==> src/rtl/tap_decoder.sv <==
// -----------------------------------------------------------------------------
// tap_decoder
//
// Purpose:
//   Classifies a burst of button press pulses as a single, double or (when
//   enabled) triple tap. A press opens a sequence. Each further press must
//   arrive within WIN clock edges of the previous one. When the window runs
//   out with no further press, the sequence closes. A one-cycle pulse on the
//   matching tap output then reports how many presses were seen.
//
// Parameters:
//   sim      0 = hardware window (WIN_HW), 1 = short simulation window (WIN_SIM)
//   WIN_HW   tap window in clk cycles for hardware (250 ms at 50 MHz)
//   WIN_SIM  tap window in clk cycles for simulation
//   The selected window must be at least 2.
//
// Ports:
//   clk        in   system clock, rising edge
//   reset      in   asynchronous, active-low reset
//   PulseIn    in   one-cycle press pulse from the button processing unit
//   SingleTap  out  one-cycle pulse: the sequence held one tap
//   DoubleTap  out  one-cycle pulse: the sequence held two taps
//   TripleTap  out  one-cycle pulse: the sequence held three taps
//   TapCount   out  taps accepted so far in the open sequence (0..2)
//   Busy       out  high while a sequence is open
//
// Configuration macro:
//   TRIPLE_TAP_EN  When defined, a third tap is recognised: the second tap
//                  moves to state TWO, and a tap in TWO gives TripleTap.
//                  When undefined, the second tap gives DoubleTap at once,
//                  state TWO is never entered, and TripleTap stays 0.
// -----------------------------------------------------------------------------
module tap_decoder #(
  parameter int sim     = 0,
  parameter int WIN_HW  = 12500000,
  parameter int WIN_SIM = 8
) (
  input  logic       clk,
  input  logic       reset,
  input  logic       PulseIn,
  output logic       SingleTap,
  output logic       DoubleTap,
  output logic       TripleTap,
  output logic [1:0] TapCount,
  output logic       Busy
);

  // Window length actually in use.
  localparam int WIN = (sim != 0) ? WIN_SIM : WIN_HW;

  // The timer only ever has to hold WIN-1. Because WIN >= 2, $clog2(WIN) is
  // at least 1 and already covers that value.
  localparam int TW = (WIN > 1) ? $clog2(WIN) : 1;
  localparam logic [TW-1:0] TIMER_LAST = TW'(WIN - 1);

  typedef enum logic [1:0] {
    IDLE = 2'd0,
    ONE  = 2'd1,
    TWO  = 2'd2
  } state_t;

  state_t          state_q, state_d;
  logic [TW-1:0]   timer_q, timer_d;
  logic            single_tap_q, single_tap_d;
  logic            double_tap_q, double_tap_d;
  logic            triple_tap_q, triple_tap_d;
  logic [1:0]      tap_count_q, tap_count_d;
  logic            busy_q, busy_d;

  // The timer counts edges since the last accepted tap. A tap sampled at edge
  // E0 leaves the timer at 0. Before edge Ek the timer therefore reads k-1.
  // This means edge E(WIN) is the last edge that can still take a further tap.
  // If that edge sees no tap, the sequence closes at that same edge.
  // When a tap and an expiry fall on the same edge, the tap takes priority.
  // That is why every branch checks PulseIn before it checks the timer.
  wire timer_expired = (timer_q == TIMER_LAST);

  always_comb begin
    state_d      = state_q;
    timer_d      = timer_q;
    single_tap_d = 1'b0;
    double_tap_d = 1'b0;
    triple_tap_d = 1'b0;

    case (state_q)
      IDLE: begin
        timer_d = '0;
        if (PulseIn) begin
          state_d = ONE;
        end
      end

      ONE: begin
        if (PulseIn) begin
          timer_d = '0;
`ifdef TRIPLE_TAP_EN
          state_d = TWO;
`else
          // Without the triple-tap feature the second tap closes the
          // sequence immediately.
          double_tap_d = 1'b1;
          state_d      = IDLE;
`endif
        end else if (timer_expired) begin
          single_tap_d = 1'b1;
          timer_d      = '0;
          state_d      = IDLE;
        end else begin
          timer_d = timer_q + TW'(1);
        end
      end

      TWO: begin
`ifdef TRIPLE_TAP_EN
        if (PulseIn) begin
          triple_tap_d = 1'b1;
          timer_d      = '0;
          state_d      = IDLE;
        end else if (timer_expired) begin
          double_tap_d = 1'b1;
          timer_d      = '0;
          state_d      = IDLE;
        end else begin
          timer_d = timer_q + TW'(1);
        end
`else
        // Never entered in this build. If it is reached anyway, recover
        // quietly to IDLE.
        timer_d = '0;
        state_d = IDLE;
`endif
      end

      default: begin
        timer_d = '0;
        state_d = IDLE;
      end
    endcase

    // Busy and TapCount are worked out from the next state. Registering them
    // then keeps them in step with the registered state.
    busy_d = (state_d != IDLE);
    case (state_d)
      ONE:     tap_count_d = 2'd1;
      TWO:     tap_count_d = 2'd2;
      default: tap_count_d = 2'd0;
    endcase
  end

  always_ff @(posedge clk or negedge reset) begin
    if (!reset) begin
      state_q      <= IDLE;
      timer_q      <= '0;
      single_tap_q <= 1'b0;
      double_tap_q <= 1'b0;
      triple_tap_q <= 1'b0;
      tap_count_q  <= 2'd0;
      busy_q       <= 1'b0;
    end else begin
      state_q      <= state_d;
      timer_q      <= timer_d;
      single_tap_q <= single_tap_d;
      double_tap_q <= double_tap_d;
      triple_tap_q <= triple_tap_d;
      tap_count_q  <= tap_count_d;
      busy_q       <= busy_d;
    end
  end

  assign SingleTap = single_tap_q;
  assign DoubleTap = double_tap_q;
  assign TripleTap = triple_tap_q;
  assign TapCount  = tap_count_q;
  assign Busy      = busy_q;

endmodule

==> config.mk <==
export PLATFORM = sky130hd
export DESIGN_NAME = tap_decoder
export DESIGN_NICKNAME = d
export VERILOG_FILES = /design/src/rtl/tap_decoder.sv
export SDC_FILE = /design/constraint.sdc
export NUM_CORES = 1
export LEC_CHECK = 0
export BUFFER_PORTS_ARGS = -buffer_cell sky130_fd_sc_hd__buf_2
export CORE_AREA = 2 2 81 83
export DETAILED_ROUTE_END_ITERATION = 10
export DIE_AREA = 0 0 83 85
export PLACE_DENSITY = 0.5
export SLEW_MARGIN = 20
export SYNTH_ARGS = -nofsm -noshare
export SYNTH_HDL_FRONTEND = slang
export SYNTH_SLANG_ARGS = --single-unit
==> constraint.sdc <==
create_clock -name clk -period 3.77 [get_ports clk]
set_input_delay 0.754 -clock clk [delete_from_list [all_inputs] [get_ports clk]]
set_output_delay 0.754 -clock clk [all_outputs]
set_load 0.03 [all_outputs]
## Word-level counts from Yosys, hierarchy flattened

Cells that the tools add are included.

| operators by class | value |
|---|---|
| multiplexer cells | 13 |
| $add $sub $neg | 1 |
| eq/ne operators | 4 |
| reduce and logical (&&, ||, !) cells | 2 |

Operators by type and width:

| operator | number |
|---|---|
| 2-to-1 mux 24 bit | 3 |
| adder 24 x 1 -> 24 bit (second input constant) | 1 |
| == test 24 bit (second input constant) | 1 |
| one-hot mux 2 bit (2 select lines) | 2 |
| 2-to-1 mux 2 bit | 3 |
| 2-to-1 mux 1 bit | 5 |
| == test 2 x 1 -> 1 bit (second input constant) | 2 |
| == test 2 bit (second input constant) | 1 |
| logical NOT 2 bit | 1 |
| nonzero test 2 bit | 1 |

| storage, ports and cells | value |
|---|---|
| word-level logic and storage cells | 26 |
| register bits after elaboration | 31 |
| output and inout bits | 6 |
| input bits | 3 |

## Depth between registers and ports, before layout

Gate-level depths: netlist (run 1).

| depth | value |
|---|---|
| word-level depth | 6 |
| depth in mapped cells | 7 |
| depth with buffers taken out | 5 |

## Worst setup path before layout (run 1)

Ideal clock, no wire load.

| path | value |
|---|---|
| kind | reg-to-reg |
| start | reg timer_q[0] |
| end | reg timer_q[2] |
| stages on the path, launching flop included | 8 |
| arrival time | 1.550 ns |
| required time | 3.647 ns |
| setup slack | 2.097 ns |
| setup time | 0.123 ns |
| clock period less this slack | 1.673 ns |
| path buffers | 2 |
| path through | dfrtp_1 > ha_1 > and3_1 > buf_2 > nand4_1 > o21ai_1 > buf_2 > nor2_1 |

| between the ends | value |
|---|---|
| word-level cells in the longest chain between the ends | 4 |
| elaborated cells on any way between the ends | 5 |
| those cells by class | add/sub: 1; eq/ne: 1; mux: 3 |

RTL lines:

| what | line | source |
|---|---|---|
| start: declaration | 63 | `logic [TW-1:0] timer_q, timer_d;` |
| start signal: assignment | 161 | `timer_q <= timer_d;` |
| adder 24 x 1 -> 24 bit or == test 24 bit (tied branches) | 109, 76 |  |
| 2-to-1 mux 24 bit * | 104 | `end else if (timer_expired) begin` |
| 2-to-1 mux 24 bit * | 94 | `if (PulseIn) begin` |
| 2-to-1 mux 24 bit * | 85 | `case (state_q)` |
| net timer_d[2] | 63 |  |

Mark *: on every way through the listed nets, which the timed path passes. The rest lies on a longest branch.

## Worst setup path in the final report (run 1)

| path | value |
|---|---|
| start | reg timer_q[0] |
| end | reg timer_q[6] |

The elaborated chain is that of the path after synthesis.

==> results of run 1 <==
## worst reg2reg max path, delay by kind of cell (launching register included)
kind / cells / cell delay (ns)
AO/OA/AOI/OAI: 1 / 0.71
adder cells (fa/ha/maj): 1 / 0.21
buffers and inverters: 1 / 0.34
flip-flops: 1 / 0.38
AND/OR/NAND/NOR: 3 / 0.54
## final timing paths
| kind | startpoint | to | slack (ns) | depth (start not counted) |
|---|---|---|---|---|
| max | timer_q[0] | timer_q[6] | 1.46 | 6 |
| min | timer_q[0] | timer_q[0] | 0.48 | 1 |
| max reg2reg | timer_q[0] | timer_q[6] | 1.46 | 6 |
| min reg2reg | timer_q[0] | timer_q[0] | 0.48 | 1 |
| max in group asynchronous | reset | timer_q[1] | 2.80 | 1 |
| min in group asynchronous | reset | timer_q[19] | 0.51 | 1 |
## per-stage QoR
step / instances / util
6_report: 232 / 0.273
5_1_grt: 232 / 0.273
4_1_cts: 232 / 0.273
3_5_place_dp: 225 / 0.259
3_3_place_gp: 225 / 0.259
2_1_floorplan: 148 / -
## cell usage after synthesis
library cell  number  share of area
buf_2              5          0.016
or4_4              3          0.022
nand3_1           11          0.036
and3_1             3          0.012
a21oi_2            3          0.017
nor4_1             3          0.012
ha_1               1         0.0082
or4b_1             1         0.0066
o21ai_0            4          0.013
o31a_1             1         0.0058
nor2b_1            1         0.0041
o21ai_1            2         0.0066
buf_6              2          0.015
nor4b_1            1         0.0058
and3b_1            2          0.012
a21oi_1            8          0.026
and3_2             2         0.0099
nand4_4            1          0.014
buf_4              1         0.0049
xnor2_1            4          0.023
nand2b_1           1         0.0041
inv_1              1         0.0025
nor2_1            15          0.037
or3_1              3          0.012
xor2_1             9          0.052
or4_1              1         0.0049
nand4_1            6          0.025
and4_1             3          0.017
o21ba_1            1         0.0066
conb_1             1         0.0025
dfrtp_1           31           0.51
nor3b_1            2         0.0099
nor3_1             1         0.0033
o31ai_1            4          0.020
nand2_1            8          0.020
## state kept, by name (all words and copies together), names as in the netlist
signal / count
SingleTap: 1
state_q: 2
timer_q: 24
DoubleTap: 1
TapCount: 2
Busy: 1
## final cells by class
cell class / instances / area [sq um] / share of cell area
clock buffer: 6 / 82.6 / 0.0487
clock inverter: 1 / 5.00 / 0.00295
inverter: 1 / 3.75 / 0.00221
multi-input combinational: 108 / 691 / 0.407
sequential: 31 / 776 / 0.457
tap: 77 / 96.3 / 0.0568
timing repair buffer: 8 / 42.5 / 0.0251
## power by group
group	internal (W)	switching (W)	total, W
clock	0.000143	0.000116	0.000259
combinational	0.00000532	0.0000185	0.0000238
sequential	0.000337	0.00000197	0.000339
total	0.000485	0.000137	0.000622
## cell families (layout without fill, tap and decap cells)
group	Yosys count	count (layout)	synth area share
adders and majority gates	1	1	0.00824
AOI/OAI and AO/OA	23	23	0.0956
DFF	31	31	0.511
and+or+nand+nor	68	68	0.269
xor gates and xnor gates	13	13	0.0750
other	1	3	0.00247
buffers and inverters	9	16	0.0387
## routing by layer
layer / global-route usage / vias to the layer above / share of wire
met5: 0 / - / 0
met1: 0.108 / 511 / 0.49
met2: 0.137 / 17 / 0.46
met4: 0.0224 / 0 / 0.0067
li1: - / 541 / -
met3: 0.0350 / 2 / 0.046
## layout by cell type, fill, tap and decap left out, types with 6 or more instances in the layout
cell type / count
nor2_1: 15
nand3_1: 11
clkbuf_8: 6
nand4_1: 6
a21oi_1: 8
nand2_1: 8
buf_2: 7
dfrtp_1: 31
xor2_1: 9
==> run metrics, run 1 <==
outcome finished, final reports clean; IO Pins 9; CTS tree done; VDD IR max 200 uV; vias in the first global route 1040; Yosys cell types 35; Layout Nets 159; pre-CTS setup slack 1.43 ns; Worst-path clk slew 0.06 ns; aggregate routed wire length 2820 microns; Max stage delay on crit path 0.71 ns; RePlAce Congestion 0.718; Worst Clk Skew 0.00429 ns; die area 0.00706 sq mm; initial antenna violation count 0; layout cells sized above 1 0.155; Routed Antenna Nets 0; DP Area 0.00161 sq mm; Root Buffer clkbuf_8; total clock sinks 31; Pins Over Slew Limit 0; Yosys Warn Count 0; DR vias/cell 4.62; average routed wire per standard cell 12.1 microns; clk_lat worst skew 0.28 ns; CP Cell Sequence ha_1, and3_1, nand4_1, o21ai_1, buf_4, nor2_1; RSZ-0062 raised after global routing false; Clock Path Buffers 2; Max Cap Violations 0; Core Region 0.00620 sq mm; Min Hold Slack 0.482 ns; final worst setup slack 1.46 ns; CP max FO 13; largest net degree at the start of global routing 32; Final Cycle Share 0.612; die height 85 microns; num rows 29; Post-Syn Instances 146; Fin. Hold Viols 0; f_max 0.434 GHz; CP required 3.93 ns; Initial Util 0.245; total CTS buffers 5; sequential cell area fraction in the yosys report 0.511; overall power 0.000622 W; CP Capture Type flip-flop; crit path time final 2.31 ns; antenna cells 0; Slew @ Worst Pin 0.834 ns; Netlist Area Pre-Place 0.00152 sq mm; Worst Path Buf+Inv 1; min-delay worst type reg2reg; power per cell area 366 mW/mm^2; routed via count 1071; hold buffers post-CTS 0; Total Routing Usage GR 0.0858; Detailed Routing Iterations Pass 1 4; H-tree levels 2; Crit path max-delay family compound AO/OA/AOI/OAI gates; Die Width 83 microns; grt total ovfl 0; crit path DAT 2.47 ns; Mapped Avg Cell Area 10.4 sq um; IO buf count 7; Setup TNS Final 0 ns; filler instances 642; relative slew slack 0.440; remaining design rule violation count 0; Iteration-0 DRC Markers 43; first-pass GRT wire length 4850 microns; Design Area, Final 0.00170 sq mm; P&R area growth vs syn 11.8%; Post-CTS Setup Bufs 0; type of origin of the critical path flip-flop; CP max-delay cell o21ai_1; Seq cells post-synth 31; Setup-failing EPs final 0; cts repair resizes 0; Pleak 0.695 nW; dpl hpwl 1960 microns; Crit Path Class reg2reg
No activity file was read; power rests on OpenSTA's default activity.
==> run 2: changes to the inputs <==
--- a/config.mk
+++ b/config.mk
@@ -5,10 +5,11 @@
 export SDC_FILE = /design/constraint.sdc
 export NUM_CORES = 1
 export LEC_CHECK = 0
+export ABC_AREA = 1
 export BUFFER_PORTS_ARGS = -buffer_cell sky130_fd_sc_hd__buf_2
-export CORE_AREA = 2 2 81 83
+export CORE_AREA = 2 2 84 86
 export DETAILED_ROUTE_END_ITERATION = 10
-export DIE_AREA = 0 0 83 85
+export DIE_AREA = 0 0 86 88
 export PLACE_DENSITY = 0.5
 export SLEW_MARGIN = 20
 export SYNTH_ARGS = -nofsm -noshare
==> constraint.sdc (replaced) <==
create_clock -name clk -period 2.3 [get_ports clk]
set_input_delay 0.46 -clock clk [delete_from_list [all_inputs] [get_ports clk]]
set_output_delay 0.46 -clock clk [all_outputs]
set_load 0.03 [all_outputs]
==> run 2 against run 1 <==
Effect of this change:
- count of clock-buffer cells in the layout did not move
- register-to-register slack worse by 0.79 ns
- synthesized cell count grew 47%
- critical path depth is 2 higher
- non-clock buffer count is 1 lower
- flip-flop and latch count unchanged
- sequential share of layout area shrank 3.9 points
- highest routed layer unchanged
- final area increased by 9.2%
- clock power up 110%
- final cell count rose by 33%
- core utilization rose by 0.55 points
- worst hold slack lost 0.26 ns
==> run metrics, run 2 <==
Clock Path Buffers 2 (unchanged); Iteration-0 DRC Markers 43 (unchanged); most frequent cell after synthesis nor2_1; max FFs per register 24 (unchanged); Crit path max-delay family flip-flops; type of origin of the critical path flip-flop; Pleak 0.798 nW (+15%); largest area contributor in the netlist dfrtp_1; die area 0.00757 sq mm (+7.3%); power per cell area 618 mW/mm^2 (+69%); Max Cap Violations 0 (unchanged); Initial Util 0.244 (-0.000350); min-delay worst type in2async; CP max FO 13 (unchanged); initial antenna violation count 0 (unchanged); Max stage delay on crit path 0.41 ns (-0.30 ns); sequential cell area fraction in the yosys report 0.478 (-0.0331); Sw Ratio 0.205 (-0.0150); H-tree levels 2 (unchanged); CP Capture Type flip-flop; Pins Over Slew Limit 0 (unchanged); largest net degree at the start of global routing 32 (unchanged); count of flip-flops with a built-in enable after synthesis 0 (unchanged); clk_lat worst skew 0.28 ns (about the same); P&R area growth vs syn 14.2%; Post-Syn Instances 214 (+47%); Worst Clk Skew 0.00439 ns (+0.000103 ns); Gate power share 0.038 (about the same); Seq cells post-synth 31 (unchanged); Yosys cell types 24 (-31%); Slew @ Worst Pin 0.687 ns (-0.147 ns); layout cells sized above 1 0.123 (-0.0320); Setup-failing EPs final 0 (unchanged); RSZ-0062 raised after global routing false; commonest non-fill, non-tap cell in the layout nor2_1; average routed wire per standard cell 10.3 microns (-15%); num rows 30 (+3.4%); Worst-path clk slew 0.07 ns (about the same); Yosys Warn Count 0 (unchanged); Die Width 86 microns (+3.6%); Mapped Avg Cell Area 7.58 sq um (-27%); CP max-delay cell dfrtp_1; Primary FF master, synth dfrtp_1; Reg with most FFs timer_q; crit path DAT 1.84 ns (-0.63 ns); Layout Nets 231 (+45%); Finished Core Util 0.279 (+0.00547); P_sw 0.000235 W (+72%); synth top area cells dfrtp_1 (48%), nor2_1 (14%), nand2_1 (12%), inv_1 (4.9%), nand3_1 (3.4%); Post-synth top cells nor2_1 (59), nand2_1 (54), dfrtp_1 (31), inv_1 (21), nand3_1 (11); remaining design rule violation count 0 (unchanged); Fin. Hold Viols 0 (unchanged); Int Pwr 0.000911 W (+88%); most numerous cell on the critical path nor2_1; commonest non-fill, non-tap cells in the layout nor2_1 (59), nand2_1 (54), dfrtp_1 (31); VDD IR max 283 uV (+42%); CP required 2.51 ns (-1.42 ns); Total Routing Usage GR 0.0955 (+0.00973); grt total ovfl 0 (unchanged); vias in the first global route 1287 (+24%); Post-CTS Setup Bufs 0 (unchanged); die height 88 microns (+3.5%); Routed Antenna Nets 0 (unchanged); antenna cells 0 (unchanged); routed via count 1293 (+21%); IO buf count 7 (unchanged); Final Cycle Share 0.708 (+0.0965); relative slew slack 0.542 (+0.102); total CTS buffers 5 (unchanged); cts repair resizes 0 (unchanged); first-pass GRT wire length 5720 microns (+18%); IO Pins 9 (unchanged); CTS tree done; Setup TNS Final 0 ns (unchanged); Detailed Routing Iterations Pass 1 4 (unchanged); dpl hpwl 2390 microns (+21%); CP Cell Sequence ha_1, nand2_1, nor2_1, nand2_2, nor2_4, a21oi_4, inv_4, nor2_1; outcome finished, final reports clean; Clk pwr share 0.478 (+0.061); f_max 0.614 GHz (+42%); aggregate routed wire length 3190 microns (+13%); DR vias/cell 4.20 (-9.1%); Root Buffer clkbuf_8; share of synthesized flip-flops with an asynchronous set or reset 1.00 (unchanged); top-area cell type share of the netlist area 0.478 (-0.0331); RePlAce Congestion 0.745 (+3.9%); Worst Path Buf+Inv 1 (unchanged); crit path time final 1.63 ns (-0.677 ns); Sequential Power Share 0.484 (-0.061); Netlist Area Pre-Place 0.00162 sq mm (+6.9%); hold buffers post-CTS 0 (unchanged); Crit Path Class reg2reg; total clock sinks 31 (unchanged); Core Region 0.00664 sq mm (+7.1%)
[run 2: changes by cell type in the layout (fill, tap and decap cells not counted), sizes merged, moves of 9 or more]
cell	delta
inv	+23
nor2	+48
a21oi	-9
nand2	+50
[run 2: worst reg2reg max path: stages (launching register included)]
cell,delay [ns]
dfrtp_1,0.41
ha_1,0.24
nand2_1,0.08
nor2_1,0.07
nand2_2,0.10
nor2_4,0.04
a21oi_4,0.36
inv_4,0.14
nor2_1,0.12
[run 2: cell type report]
cell class | count | area (sq um)
multi-input combinational | 158 | 732
timing repair buffer | 7 | 35.0
inverter | 24 | 92.6
clock inverter | 2 | 35.0
sequential | 31 | 776
tap | 80 | 100
fill | 725 | 4790
clock buffer | 6 | 82.6
[run 2: power by group through the flow]
stage	Sequential (W)	Clock (W)	Combinational, W
after floorplan	0.000574	0	0.0000187
after global placement	0.000565	0	0.0000451
after detailed placement	0.000565	0	0.0000448
after CTS	0.000554	0.000570	0.0000449
after global routing	0.000555	0.000593	0.0000500
final	0.000555	0.000548	0.0000434
[run 2: kinds of logic after synthesis]
logic type	after synthesis	synth area share
adder cells (fa/ha/maj)	1	0.00771
XOR/XNOR	8	0.0432
AND/OR/NAND/NOR	143	0.377
flip-flops	31	0.478
AO/OA/AOI/OAI	3	0.0162
buffers and inverters	27	0.0756
other	1	0.00231
[run 2: metrics by stage]
stage                     hold WS [ns]  instance area, sq um  setup WS, ns  std cells  power [W]
after CTS                        0.246                  1850         0.671        308    0.00117
after global placement           0.467                  1740         0.715        300   0.000610
after floorplan                  0.164                  1630         0.919        216   0.000593
after detailed placement         0.481                  1740         0.687        300   0.000610
final                            0.221                  1850         0.672        308    0.00115
after global routing             0.285                  1850         0.480        308    0.00120
[run 2: final timing paths]
path	slack [ns]	depth (start not counted)	to	start
max in group asynchronous	1.64	1	timer_q[12]	reset
worst min register to register	0.49	1	timer_q[0]	timer_q[0]
worst min-delay path	0.22	1	state_q[0]	reset
worst max-delay path	0.67	8	timer_q[0]	timer_q[0]
worst max register to register	0.67	8	timer_q[0]	timer_q[0]
min in group clk	0.36	2	timer_q[2]	PulseIn
[run 2: metal layers]
layer	up-vias	part of all wire	track usage
li1	669	-	-
met1	594	0.49	0.116
met2	22	0.47	0.163
met3	8	0.024	0.0207
met4	0	0.024	0.0404
met5	-	0	0
==> run 3: changes to the inputs <==
--- a/config.mk
+++ b/config.mk
@@ -5,11 +5,11 @@
 export SDC_FILE = /design/constraint.sdc
 export NUM_CORES = 1
 export LEC_CHECK = 0
-export ABC_AREA = 1
+export ABC_AREA = 0
 export BUFFER_PORTS_ARGS = -buffer_cell sky130_fd_sc_hd__buf_2
-export CORE_AREA = 2 2 84 86
+export CORE_AREA = 2 2 81 83
 export DETAILED_ROUTE_END_ITERATION = 10
-export DIE_AREA = 0 0 86 88
+export DIE_AREA = 0 0 83 85
 export PLACE_DENSITY = 0.5
 export SLEW_MARGIN = 20
 export SYNTH_ARGS = -nofsm -noshare
==> constraint.sdc (replaced) <==
create_clock -name clk -period 1.5 [get_ports clk]
set_input_delay 0.3 -clock clk [delete_from_list [all_inputs] [get_ports clk]]
set_output_delay 0.3 -clock clk [all_outputs]
set_load 0.03 [all_outputs]
==> run 3 against run 2 <==
Effect of this change:
- sequential share of layout area shrank 6.8 points
- clock skew is essentially flat
- wire length grew 14%
- sequential power grew 53%
- worst hold slack gained 0.084 ns
- the run now ends with setup timing left
- critical endpoint is now timer_q[20]
- maximum frequency grew 6.9%
- flip-flop and latch count is the same
- critical path depth shrank 2
- final area grew 20%
- combinational power grew 91%
==> run metrics, run 3 (synthesis results as in run 1) <==
Layout Nets 204 (-12%); Crit Path Class reg2reg; P&R area growth vs syn 46.0%; CP max-delay cell dfrtp_1; Max Cap Violations 0 (unchanged); Iteration-0 DRC Markers 56 (+30%); Final Cycle Share 1.02 (+0.308); crit path time final 1.52 ns (-0.104 ns); min-delay worst type in2reg; Initial Util 0.245 (+0.000350); H-tree levels 2 (unchanged); outcome finished with violations; routed via count 1259 (-2.6%); antenna cells 0 (unchanged); overall power 0.00180 W (+57%); Setup TNS Final -0.328 ns (-0.328 ns); area of the multi-input gates 822 sq um (+12%); most used routing layer met2; Routed Antenna Nets 0 (unchanged); DR vias/cell 4.53 (+7.9%); Fin. Hold Viols 0 (unchanged); initial antenna violation count 0 (unchanged); Die Width 83 microns (-3.5%); clk_lat worst skew 0.28 ns (about the same); Reg area 777 sq um (+0.16%); Worst Path Buf+Inv 1 (unchanged); failing checks setup timing; layout cells sized above 1 0.483 (+0.360); final worst setup slack -0.0239 ns (-0.696 ns); WHS Path Cells 2; commonest non-fill, non-tap cell in the layout buf_4; filler instances 607 (-16%); Crit path max-delay family simple AND/OR/NAND/NOR gates; IO buf count 7 (unchanged); Setup-failing EPs final 23 (+23); worst reg2reg path depth 6 (-2); type of origin of the critical path flip-flop; GR Util met1 0.130 (+0.0139); Max stage delay on crit path 0.37 ns (-0.04 ns); vias in the first global route 1239 (-3.7%); f_max 0.656 GHz (+6.9%); IO Pins 9 (unchanged); commonest non-fill, non-tap cells in the layout buf_4 (40), dfrtp_1 (30), nand3_1 (11); average routed wire per standard cell 13.1 microns (+26%); Pleak 0.958 nW (+20%); VDD IR max 407 uV (+44%); largest net degree at the start of global routing 18 (-44%); power per cell area 813 mW/mm^2 (+31%); R2R Path End timer_q[20]; die area 0.00706 sq mm (-6.8%); grt total ovfl 0 (unchanged); CP Launch Point timer_q[0]; CP Capture Type flip-flop; Pins Over Slew Limit 0 (unchanged); RePlAce Congestion 0.791 (+6.1%); first-pass GRT wire length 5970 microns (+4.3%); dpl hpwl 2490 microns (+4.3%); RSZ-0062 raised after global routing true; Worst Clk Skew 0.00489 ns (+0.000496 ns); max FFs per register 24 (unchanged); num rows 29 (-3.3%); met3 usage 0.0350 (+0.0143); remaining design rule violation count 0 (unchanged); crit path DAT 1.69 ns (-0.15 ns); Clock Path Buffers 2 (unchanged); Reg2Reg Setup Slack -0.02 ns (-0.70 ns); CP required 1.67 ns (-0.84 ns); Core Region 0.00620 sq mm (-6.6%); aggregate routed wire length 3630 microns (+14%); r2r startpoint timer_q[0]; Worst Hold End DoubleTap; CTS tree done; total clock sinks 31 (unchanged); CP Cell Sequence ha_2, and3_4, nand4_1, o21ai_4, buf_6, a21oi_2; total CTS buffers 5 (unchanged); met2 Use GR 0.183 (+0.0191); Hold Path Origin PulseIn; die height 85 microns (-3.4%); Detailed Routing Iterations Pass 1 4 (unchanged); Worst-path clk slew 0.07 ns (about the same); CP max FO 7 (-6); Total Routing Usage GR 0.110 (+0.0142); Reg with most FFs timer_q; Root Buffer clkbuf_8
run 3: through the flow:
stage / std cells / setup slack [ns] / utilization / hold slack [ns] / instance area [sq um]
2_1_floorplan: 148 / -0.0684 / - / 0.00441 / 1550
3_3_place_gp: 261 / -0.0969 / 0.306 / 0.258 / 1900
3_5_place_dp: 261 / -0.105 / 0.306 / 0.258 / 1900
4_1_cts: 275 / -0.0468 / 0.344 / 0.296 / 2130
5_1_grt: 278 / -0.101 / 0.357 / 0.307 / 2220
6_report: 278 / -0.0239 / 0.357 / 0.306 / 2220
run 3: cell type report:
class | instances | area share
well taps | 77 | 0.0435
repair buffers | 52 | 0.180
flip-flops and latches | 31 | 0.351
clock inverters | 2 | 0.0158
clock buffers | 6 | 0.0373
multi-input cells | 109 | 0.371
inverters | 1 | 0.00169
run 3: how the worst max path moves through the flow:
stage,end,cells after the start
6_report,timer_q[20],6
5_1_grt,timer_q[10],6
4_1_cts,timer_q[11],6
3_5_place_dp,timer_q[23],4
3_3_place_gp,timer_q[23],4
2_1_floorplan,timer_q[20],6
run 3: worst register-to-register path, stage by stage, from the launching register on:
cell and delay [ns]:
dfrtp_1 0.37, ha_2 0.18, and3_4 0.20, nand4_1 0.19, o21ai_4 0.26, buf_6 0.18
a21oi_2 0.04
run 3: routing by layer:
metal  routed length (microns)  up-vias
met3                       121        6
met4                        62        0
li1                          -      631
met2                      1790       19
met1                      1660      603
met5                         0        -
run 3: report_power, final:
group / switching [W] / internal (W)
combinational: 0.0000548 / 0.0000280
clock: 0.000330 / 0.000537
sequential: 0.00000509 / 0.000846
total: 0.000390 / 0.00141
run 3: what timing repair did:
action / CTS / global route
resized for setup: 16 / 17
endpoints found under the hold margin: 14 / 0
hold buffers: 1 / 0
endpoints found under the setup margin: 27 / 28
gates cloned: 1 / 0
pin swaps: 9 / 5
setup buffers: 4 / 3
